File: config.mk
export PLATFORM = sky130hd
export DESIGN_NAME = ascii_frame_scheduler_flat
export DESIGN_NICKNAME = d
export VERILOG_FILES = /design/src/rtl/glove_pkg.sv /design/src/rtl/ascii_frame_scheduler_if.sv /design/src/rtl/ascii_digit_selector.sv /design/src/rtl/ascii_frame_scheduler.sv /design/src/flat_wrapper.sv
export SDC_FILE = /design/constraint.sdc
export NUM_CORES = 1
export LEC_CHECK = 0
export CORE_MARGIN = 4
export CORE_UTILIZATION = 47
export CTS_CLUSTER_DIAMETER = 40
export CTS_CLUSTER_SIZE = 12
export DETAILED_ROUTE_END_ITERATION = 8
export PLACE_DENSITY_LB_ADDON = 0.08
export RECOVER_POWER = 100
export SLEW_MARGIN = 20
export SYNTH_ARGS = -nofsm -noshare
export SYNTH_HDL_FRONTEND = slang
export SYNTH_SLANG_ARGS = --single-unit
export TNS_END_PERCENT = 30
File: constraint.sdc
create_clock -name clk -period 1.6 [get_ports clk]
set_input_delay 0.24 -clock clk [delete_from_list [all_inputs] [get_ports clk]]
set_output_delay 0.24 -clock clk [all_outputs]
set_load 0.02 [all_outputs]
File: src/rtl/glove_pkg.sv
// Shared types and constants for the glove sensor text-frame path:
// scheduler state encoding, ASCII bytes, digit-slot indices and clog2.
package glove_pkg;

    typedef enum logic [2:0] {
        S_IDLE,
        S_LOAD,
        S_WAIT_CONV,
        S_SEND_DIG,
        S_SEND_SEP,
        S_SEND_CR,
        S_SEND_LF,
        S_DONE
    } state_t;

    localparam logic [7:0] CHAR_0     = 8'h30;
    localparam logic [7:0] CHAR_CR    = 8'h0D;
    localparam logic [7:0] CHAR_LF    = 8'h0A;
    localparam logic [7:0] CHAR_COMMA = 8'h2C;

    // Digit buffer slots in transmit order: MILL, CENT, DECE, UNID.
    localparam logic [1:0] DIG_MILL = 2'd0;
    localparam logic [1:0] DIG_CENT = 2'd1;
    localparam logic [1:0] DIG_UNID = 2'd3;

    typedef logic [3:0][7:0] dig_buf_t;

    function automatic int clog2(input int n);
        int r = 0;
        int v = 1;
        while (v < n) begin
            v = v * 2;
            r++;
        end
        return r;
    endfunction

endpackage

File: src/rtl/ascii_frame_scheduler_if.sv
// Byte stream from the frame scheduler to the UART transmitter.
interface ascii_frame_scheduler_if;
    // A byte moves on every cycle with tx_valid_o && tx_ready_i. Once valid is
    // raised, data and valid hold until that transfer; valid never drops
    // without a transfer (reset excepted). Back-to-back transfers are allowed.
    logic [7:0] tx_data_o;
    logic       tx_valid_o;
    logic       tx_ready_i;

    modport master (output tx_data_o, output tx_valid_o, input tx_ready_i);
    modport slave  (input tx_data_o, input tx_valid_o, output tx_ready_i);
endinterface

File: src/rtl/ascii_digit_selector.sv
// Chooses the next digit slot of the current channel to transmit, skipping
// leading '0' digits when suppression is enabled; UNID is always sent.
module ascii_digit_selector
    import glove_pkg::*;
#(
    parameter int NDIG       = 3,
    parameter bit SUPPR_ZERO = 1'b0
) (
    input  dig_buf_t   digits_i,
    input  logic [1:0] dig_idx_i,
    input  logic       lead_i,
    output logic [1:0] sel_idx_o,
    output logic       last_o
);
    localparam int FIRST = (NDIG == 4) ? 0 : 1;

    // Lowest slot at or after dig_idx_i that is not a suppressed leading zero.
    always_comb begin
        sel_idx_o = DIG_UNID;
        for (int i = 3; i >= 0; i--) begin
            if (i >= FIRST && i >= int'(dig_idx_i) &&
                !(SUPPR_ZERO && lead_i && i != 3 && digits_i[2'(i)] == CHAR_0)) begin
                sel_idx_o = 2'(i);
            end
        end
        last_o = (sel_idx_o == DIG_UNID);
    end

endmodule

File: src/rtl/ascii_frame_scheduler.sv
// Snapshots NCH sensor channels, converts them one by one through the shared
// external ASCII converter and streams "ddd,ddd,...\r\n" to the UART.
module ascii_frame_scheduler
    import glove_pkg::*;
#(
    parameter int         NCH        = 5,
    parameter int         CONV_LAT   = 2,
    parameter int         NDIG       = 3,
    parameter bit         SUPPR_ZERO = 1'b0,
    parameter logic [7:0] SEP_CHAR   = CHAR_COMMA
) (
    input  logic                 clk,
    input  logic                 rst_n,
    input  logic                 start_i,
    input  logic [NCH*8-1:0]     canales_i,
    output logic [7:0]           numero_o,
    input  logic [7:0]           unid_i,
    input  logic [7:0]           dece_i,
    input  logic [7:0]           cent_i,
    input  logic [7:0]           mill_i,
    ascii_frame_scheduler_if.master tx,
    output logic                 busy_o,
    output logic                 done_o,
    output logic                 overrun_o,
    output state_t               state_o
);
    localparam int              CHW       = (clog2(NCH) < 1) ? 1 : clog2(NCH);
    localparam logic [CHW-1:0]  LAST_CH   = CHW'(NCH - 1);
    localparam logic [2:0]      LAT       = 3'(CONV_LAT);
    localparam logic [1:0]      FIRST_DIG = (NDIG == 4) ? DIG_MILL : DIG_CENT;

    state_t           state, state_nx;
    logic [NCH*8-1:0] snap;
    logic [CHW-1:0]   ch;
    logic [2:0]       wait_cnt;
    logic [1:0]       dig_idx;
    logic             lead;
    dig_buf_t         digits;
    logic [1:0]       sel_idx;
    logic             last_dig;
    logic             tx_valid;
    logic [7:0]       tx_data;
    logic             xfer;

    ascii_digit_selector #(
        .NDIG       (NDIG),
        .SUPPR_ZERO (SUPPR_ZERO)
    ) u_sel (
        .digits_i  (digits),
        .dig_idx_i (dig_idx),
        .lead_i    (lead),
        .sel_idx_o (sel_idx),
        .last_o    (last_dig)
    );

    assign xfer = tx_valid && tx.tx_ready_i;

    always_ff @(posedge clk) begin
        if (!rst_n) begin
            state <= S_IDLE;
        end else begin
            state <= state_nx;
        end
    end

    always_comb begin
        state_nx = state;
        tx_valid = 1'b0;
        tx_data  = 8'h00;
        case (state)
            S_IDLE:      if (start_i) state_nx = S_LOAD;
            S_LOAD:      state_nx = S_WAIT_CONV;
            S_WAIT_CONV: if (wait_cnt == LAT) state_nx = S_SEND_DIG;
            S_SEND_DIG: begin
                tx_valid = 1'b1;
                tx_data  = digits[sel_idx];
                if (tx.tx_ready_i && last_dig) begin
                    state_nx = (ch == LAST_CH) ? S_SEND_CR : S_SEND_SEP;
                end
            end
            S_SEND_SEP: begin
                tx_valid = 1'b1;
                tx_data  = SEP_CHAR;
                if (tx.tx_ready_i) state_nx = S_LOAD;
            end
            S_SEND_CR: begin
                tx_valid = 1'b1;
                tx_data  = CHAR_CR;
                if (tx.tx_ready_i) state_nx = S_SEND_LF;
            end
            S_SEND_LF: begin
                tx_valid = 1'b1;
                tx_data  = CHAR_LF;
                if (tx.tx_ready_i) state_nx = S_DONE;
            end
            S_DONE:      state_nx = S_IDLE;
            default:     state_nx = S_IDLE;
        endcase
    end

    // Datapath; the wait counter reaches CONV_LAT once digits from numero_o are valid.
    always_ff @(posedge clk) begin
        if (!rst_n) begin
            snap      <= '0;
            ch        <= '0;
            wait_cnt  <= '0;
            dig_idx   <= '0;
            lead      <= 1'b0;
            digits    <= '0;
            numero_o  <= '0;
            overrun_o <= 1'b0;
        end else begin
            overrun_o <= start_i && (state != S_IDLE);
            case (state)
                S_IDLE: begin
                    if (start_i) begin
                        snap <= canales_i;
                        ch   <= '0;
                    end
                end
                S_LOAD: begin
                    numero_o <= snap[int'(ch)*8 +: 8];
                    wait_cnt <= '0;
                end
                S_WAIT_CONV: begin
                    if (wait_cnt == LAT) begin
                        digits  <= {unid_i, dece_i, cent_i, mill_i};
                        dig_idx <= FIRST_DIG;
                        lead    <= 1'b1;
                    end else begin
                        wait_cnt <= wait_cnt + 3'd1;
                    end
                end
                S_SEND_DIG: begin
                    if (xfer) begin
                        dig_idx <= sel_idx + 2'd1;
                        lead    <= 1'b0;
                    end
                end
                S_SEND_SEP: begin
                    if (xfer) ch <= ch + 1'b1;
                end
                default: ;
            endcase
        end
    end

    assign tx.tx_valid_o = tx_valid;
    assign tx.tx_data_o  = tx_data;
    assign busy_o        = (state != S_IDLE);
    assign done_o        = (state == S_DONE);
    assign state_o       = state;

endmodule

File: src/flat_wrapper.sv
// flat-port wrapper written by rule: the top's interface ports become plain ports
module ascii_frame_scheduler_flat import glove_pkg::*;
#(
    parameter int         NCH        = 5,
    parameter int         CONV_LAT   = 2,
    parameter int         NDIG       = 3,
    parameter bit         SUPPR_ZERO = 1'b0,
    parameter logic [7:0] SEP_CHAR   = CHAR_COMMA
)
  (clk, rst_n, start_i, canales_i, numero_o, unid_i, dece_i, cent_i, mill_i, busy_o, done_o, overrun_o, state_o, tx_tx_data_o, tx_tx_valid_o, tx_tx_ready_i);
  ascii_frame_scheduler_if tx_i ();
  input  logic clk;
  input  logic rst_n;
  input  logic start_i;
  input  logic [NCH*8-1:0] canales_i;
  output logic [7:0] numero_o;
  input  logic [7:0] unid_i;
  input  logic [7:0] dece_i;
  input  logic [7:0] cent_i;
  input  logic [7:0] mill_i;
  output logic busy_o;
  output logic done_o;
  output logic overrun_o;
  output state_t state_o;
  output wire logic [$bits(tx_i.tx_data_o)-1:0] tx_tx_data_o;
  output wire logic [$bits(tx_i.tx_valid_o)-1:0] tx_tx_valid_o;
  input wire logic [$bits(tx_i.tx_ready_i)-1:0] tx_tx_ready_i;
  assign tx_tx_data_o = tx_i.tx_data_o;
  assign tx_tx_valid_o = tx_i.tx_valid_o;
  assign tx_i.tx_ready_i = tx_tx_ready_i;
  ascii_frame_scheduler #(.NCH(NCH), .CONV_LAT(CONV_LAT), .NDIG(NDIG), .SUPPR_ZERO(SUPPR_ZERO), .SEP_CHAR(SEP_CHAR)) u_core (.clk(clk), .rst_n(rst_n), .start_i(start_i), .canales_i(canales_i), .numero_o(numero_o), .unid_i(unid_i), .dece_i(dece_i), .cent_i(cent_i), .mill_i(mill_i), .tx(tx_i), .busy_o(busy_o), .done_o(done_o), .overrun_o(overrun_o), .state_o(state_o));
endmodule
==> results of run 1 <==
[path summary, 6_finish.rpt]
| kind | from | slack (ps) | to | cells past startpoint |
|---|---|---|---|---|
| worst max register to register | u_core.state_o[0] | -10 | u_core.snap[4] | 7 |
| worst min-delay path | rst_n | 370 | u_core.numero_o[1] | 3 |
| worst max-delay path | u_core.dig_idx[0] | -150 | tx_tx_data_o[1] | 5 |
| worst min register to register | u_core.snap[14] | 450 | u_core.snap[14] | 2 |
[power by group through the flow]
| stage | Sequential, mW | Combinational [mW] | Clock (mW) |
|---|---|---|---|
| floorplan | 2.38 | 0.506 | 0 |
| CTS | 2.31 | 0.972 | 1.53 |
| global placement | 2.34 | 0.941 | 0 |
| finish | 2.31 | 0.935 | 1.50 |
| global route | 2.32 | 1.03 | 1.63 |
| detailed placement | 2.35 | 0.956 | 0 |
[cells by family (layout without fill, tap and decap cells)]
logic type,Yosys count,in the layout
XOR/XNOR,1,1
AO/OA/AOI/OAI,125,125
adder cells (fa/ha/maj),4,4
buffers and inverters,47,139
AND/OR/NAND/NOR,185,185
flip-flops,84,84
multiplexers,16,16
[tightest hold or removal path: stages]
cell	delay, ps
buf_2	250
o21ai_0	140
a21oi_1	50
[repair_timing]
action | in CTS | in global routing
endpoints found under the setup margin | 14 | 53
resized for setup | 74 | 16
buffers inserted | 1 | 0
pin swaps | 4 | 1
[sequential cells by signal (all words and copies together) (netlist names)]
signal / flops
u_core.overrun_o: 1
u_core.wait_cnt: 3
u_core.digits: 24
u_core.dig_idx: 2
u_core.state_o: 3
u_core.ch: 3
u_core.snap: 40
u_core.numero_o: 8
[metal layers]
layer  vias to the layer above  global-route usage, %  routed length (um)
li1                       1737                      -                   -
met1                      1607                   23.2                4140
met2                        65                   33.7                4820
met3                         8                   4.49                 426
met4                         0                   5.99                  97
met5                         -                      0                   0
[synthesized netlist by cell type, types with 4 or more instances]
cell | count | area share [%]
a21boi_0 | 4 | 0.77
nand3_1 | 4 | 0.51
mux4_2 | 8 | 4.6
a21oi_1 | 13 | 1.7
ha_1 | 4 | 1.3
mux2i_1 | 8 | 2.0
dfxtp_1 | 84 | 43
a22oi_1 | 8 | 1.5
and3_1 | 5 | 0.80
clkbuf_1 | 12 | 1.2
o21ai_0 | 16 | 2.0
a21boi_1 | 67 | 13
buf_4 | 4 | 0.77
inv_1 | 6 | 0.58
buf_6 | 4 | 1.2
nor2_1 | 10 | 0.96
buf_2 | 19 | 2.4
nand2b_1 | 4 | 0.64
nand2_1 | 145 | 14
[cell type report]
class                   instances  share of cell area, %
flip-flops and latches         84                   32.6
clock buffers                  11                   2.53
well taps                     105                   2.53
inverters                       7                  0.506
multi-input cells             331                   38.7
repair buffers                116                   22.0
clock inverters                 5                   1.18
[metrics by stage]
step,std cells,instance area [um^2]
6_report,659,5190
5_1_grt,659,5190
4_1_cts,659,5220
3_5_place_dp,642,5000
3_3_place_gp,642,5000
2_1_floorplan,462,3920
==> qor.csv, run 1 <==
metric,value,unit
status,finished with violations,
violations,negative setup slack,
final_layout_size_suffix_gt1_share,13.5,%
cts_tree,yes,
io_pins,99,
yosys.area_share.simple,20.5,%
worstMarginPinSlew,451,ps
n_antenna_cell,0,
rsz0062_at_grt,true,
start_util,47.9,%
power,4.74,mW
grt_start_max_net_pins,44,
hold_viol,0,
timing.final.crit_share,109,%
grt_pass1_wl,15400,um
fin_util,63.5,%
synth-xor-area-share,0.224,%
cpLargestDelayFamily,compound AO/OA/AOI/OAI gates,
yosysSeqAreaShare,43.0,%
yosysWarnings,0,
clock_latency,350,ps
grt_pass1_vias,3303,
crit_path_start_kind,register,
critPathBufInv,1,
power.leakage,1.90,nW
post_drt_wl_per_cell,14.4,um
cp_cell_sequence,mux2i_1 -> a2111oi_1 -> a21oi_1 -> nor2b_2 -> buf_6,
post-route-worst-setup-slack,-147,ps
cp-end-kind,output port,
fin_hold_ws,374,ps
worstPathArrival,1510,ps
num-fill-cells,745,
relSlewSlack,69.9,%
multi_input_comb_area,0.00201,mm^2
synth-main-ff-cell,dfxtp_1,
slew_violations,0,
nNetsFinal,629,
ys_types,43,
synthAdderAreaFrac,1.28,%
numClockSinks,84,
min_path_type,input pin to register,
wirelength,9480,um
synth-compound-area-share,22.1,%
power_frac_comb,19.7,%
cts_made_buffers,9,
die_w,99.3,um
drv_cap,0,
finalSetupTns,-442,ps
ctsHoldBuffers,0,
finalCriticalPeriod,1750,ps
power.internal,3.44,mW
antenna_found_initial,0,
ff_latch_area,0.00169,mm^2
gr-usage-all-layers,19.2,%
critPathMaxFanout,2,
synth_area,0.00391,mm^2
fmax,572,MHz
finClkSkew,8.84,ps
path_clk_slew,80,ps
ir_worst_vdd,586,uV
finalSetupViolations,11,
drcViolationCount,0,
synth_top_family_by_area,compound AO/OA/AOI/OAI gates,
final_cell_mix,"144 x nand2_1, 79 x dfxtp_1, 71 x clkdlybuf4s50_1",
synthCells,462,
seqPwrFrac,48.6,%
cellPowerDensity,913,mW/mm^2
dp_hpwl,6470,um
p_sw_share,27.6,%
synth.mux.area_fraction,6.65,%
synth_nets,542,
drtIter0Drc,109,
cp.required,1360,ps
clock_power_share,31.6,%
synth_edf_count,0,
htree_levels,3,
vias_per_cell,5.19,
clockBufferDepth,2,
overflow,0,
ant_nets,0,
die_h,99.3,um
dp_slack,-297,ps
final_common_cell,nand2_1,
critPathMaxStageDelay,340,ps
critical_path_class,register to output port,
async_flop_share,0,%
synth_seq_cells,84,
vias,3417,
crit_path_top_delay_cell,a2111oi_1,
fp-row-count,33,
firstDrtPassIters,4,
place.gp.congestion,0.826,
p_sw,1.31,mW
port-buffer-count,90,
coreArea,0.00818,mm^2
synth.avg_cell_area,8.47,um^2
ctsRootBufferMaster,clkbuf_8,
syn_to_final_growth,32.7,%
die-area,0.00985,mm^2
(Power assumes the default switching activity.)
==> inputs of run 2 (changes only) <==
Settings changed: ABC_AREA from default to 1.
==> qor.csv, run 2 <==
metric,value,unit,change
post_drt_wl_per_cell,13.1,um,-9.0%
yosysWarnings,0,,unchanged
synth_nets,611,,+13%
wirelength,9770,um,+3.0%
async_flop_share,0,%,unchanged
place.gp.congestion,0.861,,+4.2%
die-area,0.00962,mm^2,-2.3%
synth_area,0.00381,mm^2,-2.5%
n_antenna_cell,0,,unchanged
clockBufferDepth,2,,unchanged
vias_per_cell,5.04,,-2.8%
finClkSkew,12.7,ps,+3.85 ps
io_pins,99,,unchanged
min_path_type,input pin to register,,
coreArea,0.00781,mm^2,-4.5%
cts_made_buffers,9,,unchanged
start_util,48.9,%,+0.99 points
ys_types,30,,-30%
drtIter0Drc,115,,+5.5%
clock_latency,340,ps,about the same
synthTopCellsByArea,"dfxtp_1 44%, o21ai_0 11%, nor2_1 9.2%",,
finalSetupTns,-186,ps,+255 ps
post-synth-top-count-cell,nor2_1,,
cts_tree,yes,,
synth_seq_cells,84,,unchanged
post-route-worst-setup-slack,-64.8,ps,+82.4 ps
antenna_found_initial,0,,unchanged
critical_path_class,register to output port,,
critPathMaxStageDelay,350,ps,about the same
ctsHoldBuffers,0,,unchanged
placed_cells,725,,+13%
num-fill-cells,697,,-6.4%
cp_cell_sequence,buf_6 -> nor2_4 -> nand2_2 -> nand2_1 -> inv_1 -> a31oi_1 -> buf_4,,
syn_to_final_growth,36.3,%,
firstDrtPassIters,5,,+1
fmax,601,MHz,+4.9%
timing.final.crit_share,104,%,-5.2 points
htree_levels,3,,unchanged
final_layout_size_suffix_gt1_share,15.4,%,+1.8 points
die_h,98.1,um,-1.2%
finalSetupViolations,9,,-2
final_common_cell,nor2_1,,
power.leakage,2.23,nW,+17%
status,finished with violations,,
largest_register,u_core.snap,,
relSlewSlack,73.7,%,+3.8 points
numClockSinks,84,,unchanged
ant_nets,0,,unchanged
min-delay-start,rst_n,,
synth_area_leader_cell,dfxtp_1,,
hold_depth,3,,unchanged
synth_edf_count,0,,unchanged
drv_cap,0,,unchanged
path_clk_slew,90,ps,about the same
rrSetupSlack,-10,ps,about the same
ir_worst_vdd,633,uV,+8.0%
die_w,98.1,um,-1.2%
ctsRootBufferMaster,clkbuf_8,,
critPathMaxFanout,3,,+1
synth.avg_cell_area,7.18,um^2,-15%
crit_path_top_delay_cell,dfxtp_2,,
synthCells,531,,+15%
cp-end-kind,output port,,
violations,negative setup slack,,
critPathBufInv,3,,+2
port-buffer-count,90,,unchanged
largest_register_ff_count,40,,unchanged
min_to,u_core.state_o[1],,
rsz0062_at_grt,true,,
yosysTopAreaCellShare,44.1,%,+1.1 points
worstMarginPinSlew,394,ps,-56.8 ps
vias,3759,,+10%
worstPathArrival,1420,ps,-90 ps
yosysSeqAreaShare,44.1,%,+1.1 points
grt_start_max_net_pins,59,,+34%
cpLargestDelayFamily,flip-flops,,
fin_util,66.6,%,+3.1 points
crit_path_start_kind,register,,
hold_viol,0,,unchanged
drcViolationCount,0,,unchanged
worstRegToRegCells,8,,+1
fp-row-count,32,,-3.0%
overflow,0,,unchanged
slew_violations,0,,unchanged
grt_pass1_wl,15700,um,+2.4%
power,6.61,mW,+39%
synth-main-ff-cell,dfxtp_1,,
synth_commonest_cells,"94 x nor2_1, 87 x o21ai_0, 84 x dfxtp_1",,
dp_hpwl,7030,um,+8.6%
cp.required,1360,ps,about the same
cellPowerDensity,1270,mW/mm^2,+39%
nNetsFinal,720,,+14%
reg_top3,"u_core.snap (40), u_core.digits (24), u_core.numero_o (8)",,
worst_r2r_endpoint,u_core.snap[14],,
stdcell_count,746,,+13%
finalCriticalPeriod,1660,ps,-82.4 ps
grt_pass1_vias,3533,,+7.0%
r2r_start,u_core.state_o[2],,
fin_hold_ws,307,ps,-66.5 ps
gr-usage-all-layers,19.6,%,+0.44 points
final_cell_mix,"93 x nor2_1, 80 x dfxtp_1, 75 x clkdlybuf4s50_1",,
## run 2: worst max path at each step
stage	slack [ps]	to	cells after the start	start
2_1_floorplan	-100	tx_tx_data_o[5]	6	u_core.state_o[1]
3_3_place_gp	-200	tx_tx_data_o[0]	7	u_core.dig_idx[1]
3_5_place_dp	-260	tx_tx_data_o[3]	7	u_core.dig_idx[0]
4_1_cts	-130	tx_tx_data_o[2]	9	u_core.dig_idx[1]
5_1_grt	-120	tx_tx_data_o[3]	7	u_core.dig_idx[1]
6_report	-60	tx_tx_data_o[5]	7	u_core.state_o[1]
## run 2: where the power goes
part / switching (mW) / internal (mW)
Clock: 0.746 / 0.719
Combinational: 1.41 / 1.03
Sequential: 0.181 / 2.52
## run 2: what timing repair did
action                                 in CTS  in global routing
cloned                                      1                  1
endpoints found under the hold margin       0                  0
pin swaps                                   2                  4
setup endpoints to repair                  38                 46
resized for setup                          90                 35
buffers inserted                            3                  2
## run 2: metrics by stage
stage	area, um^2	worst slack [ps]
finish	5200	-64.8
global route	5200	-120
CTS	5150	-129
detailed placement	4910	-258
global placement	4910	-198
floorplan	3810	-101
## run 2: final cells by class
type	instances	area, um^2	area share, %
clock buffer	10	128	2.45
clock inverter	5	61.3	1.18
inverter	49	205	3.95
multi-input combinational	369	1790	34.5
sequential	84	1690	32.5
tap	102	128	2.45
timing repair buffer	126	1190	22.9
timing repair inverter	1	5.00	0.0963
## run 2: worst reg2reg max path: stages, from the launching register on
cell,delay [ps]
dfxtp_1,330
buf_12,140
buf_4,150
inv_4,100
nand2_2,90
nor2_4,190
clkbuf_2,320
o21ai_0,140
nor2_1,90
## run 2: metal layers
layer  global-route usage [%]  up-vias  routed length [um]
li1                         -     1938                   -
met1                     23.2     1710                4130
met2                     35.1       94                4970
met3                     3.71       17                 496
met4                     7.35        0                 172
met5                        0        -                   0
## run 2: logic make-up after synthesis
logic type,synth area share (%)
DFF,44.1
adders and majority gates,1.31
buffers and inverters,10.2
and+or+nand+nor,24.6
AOI/OAI and AO/OA,19.6
xor gates and xnor gates,0.230
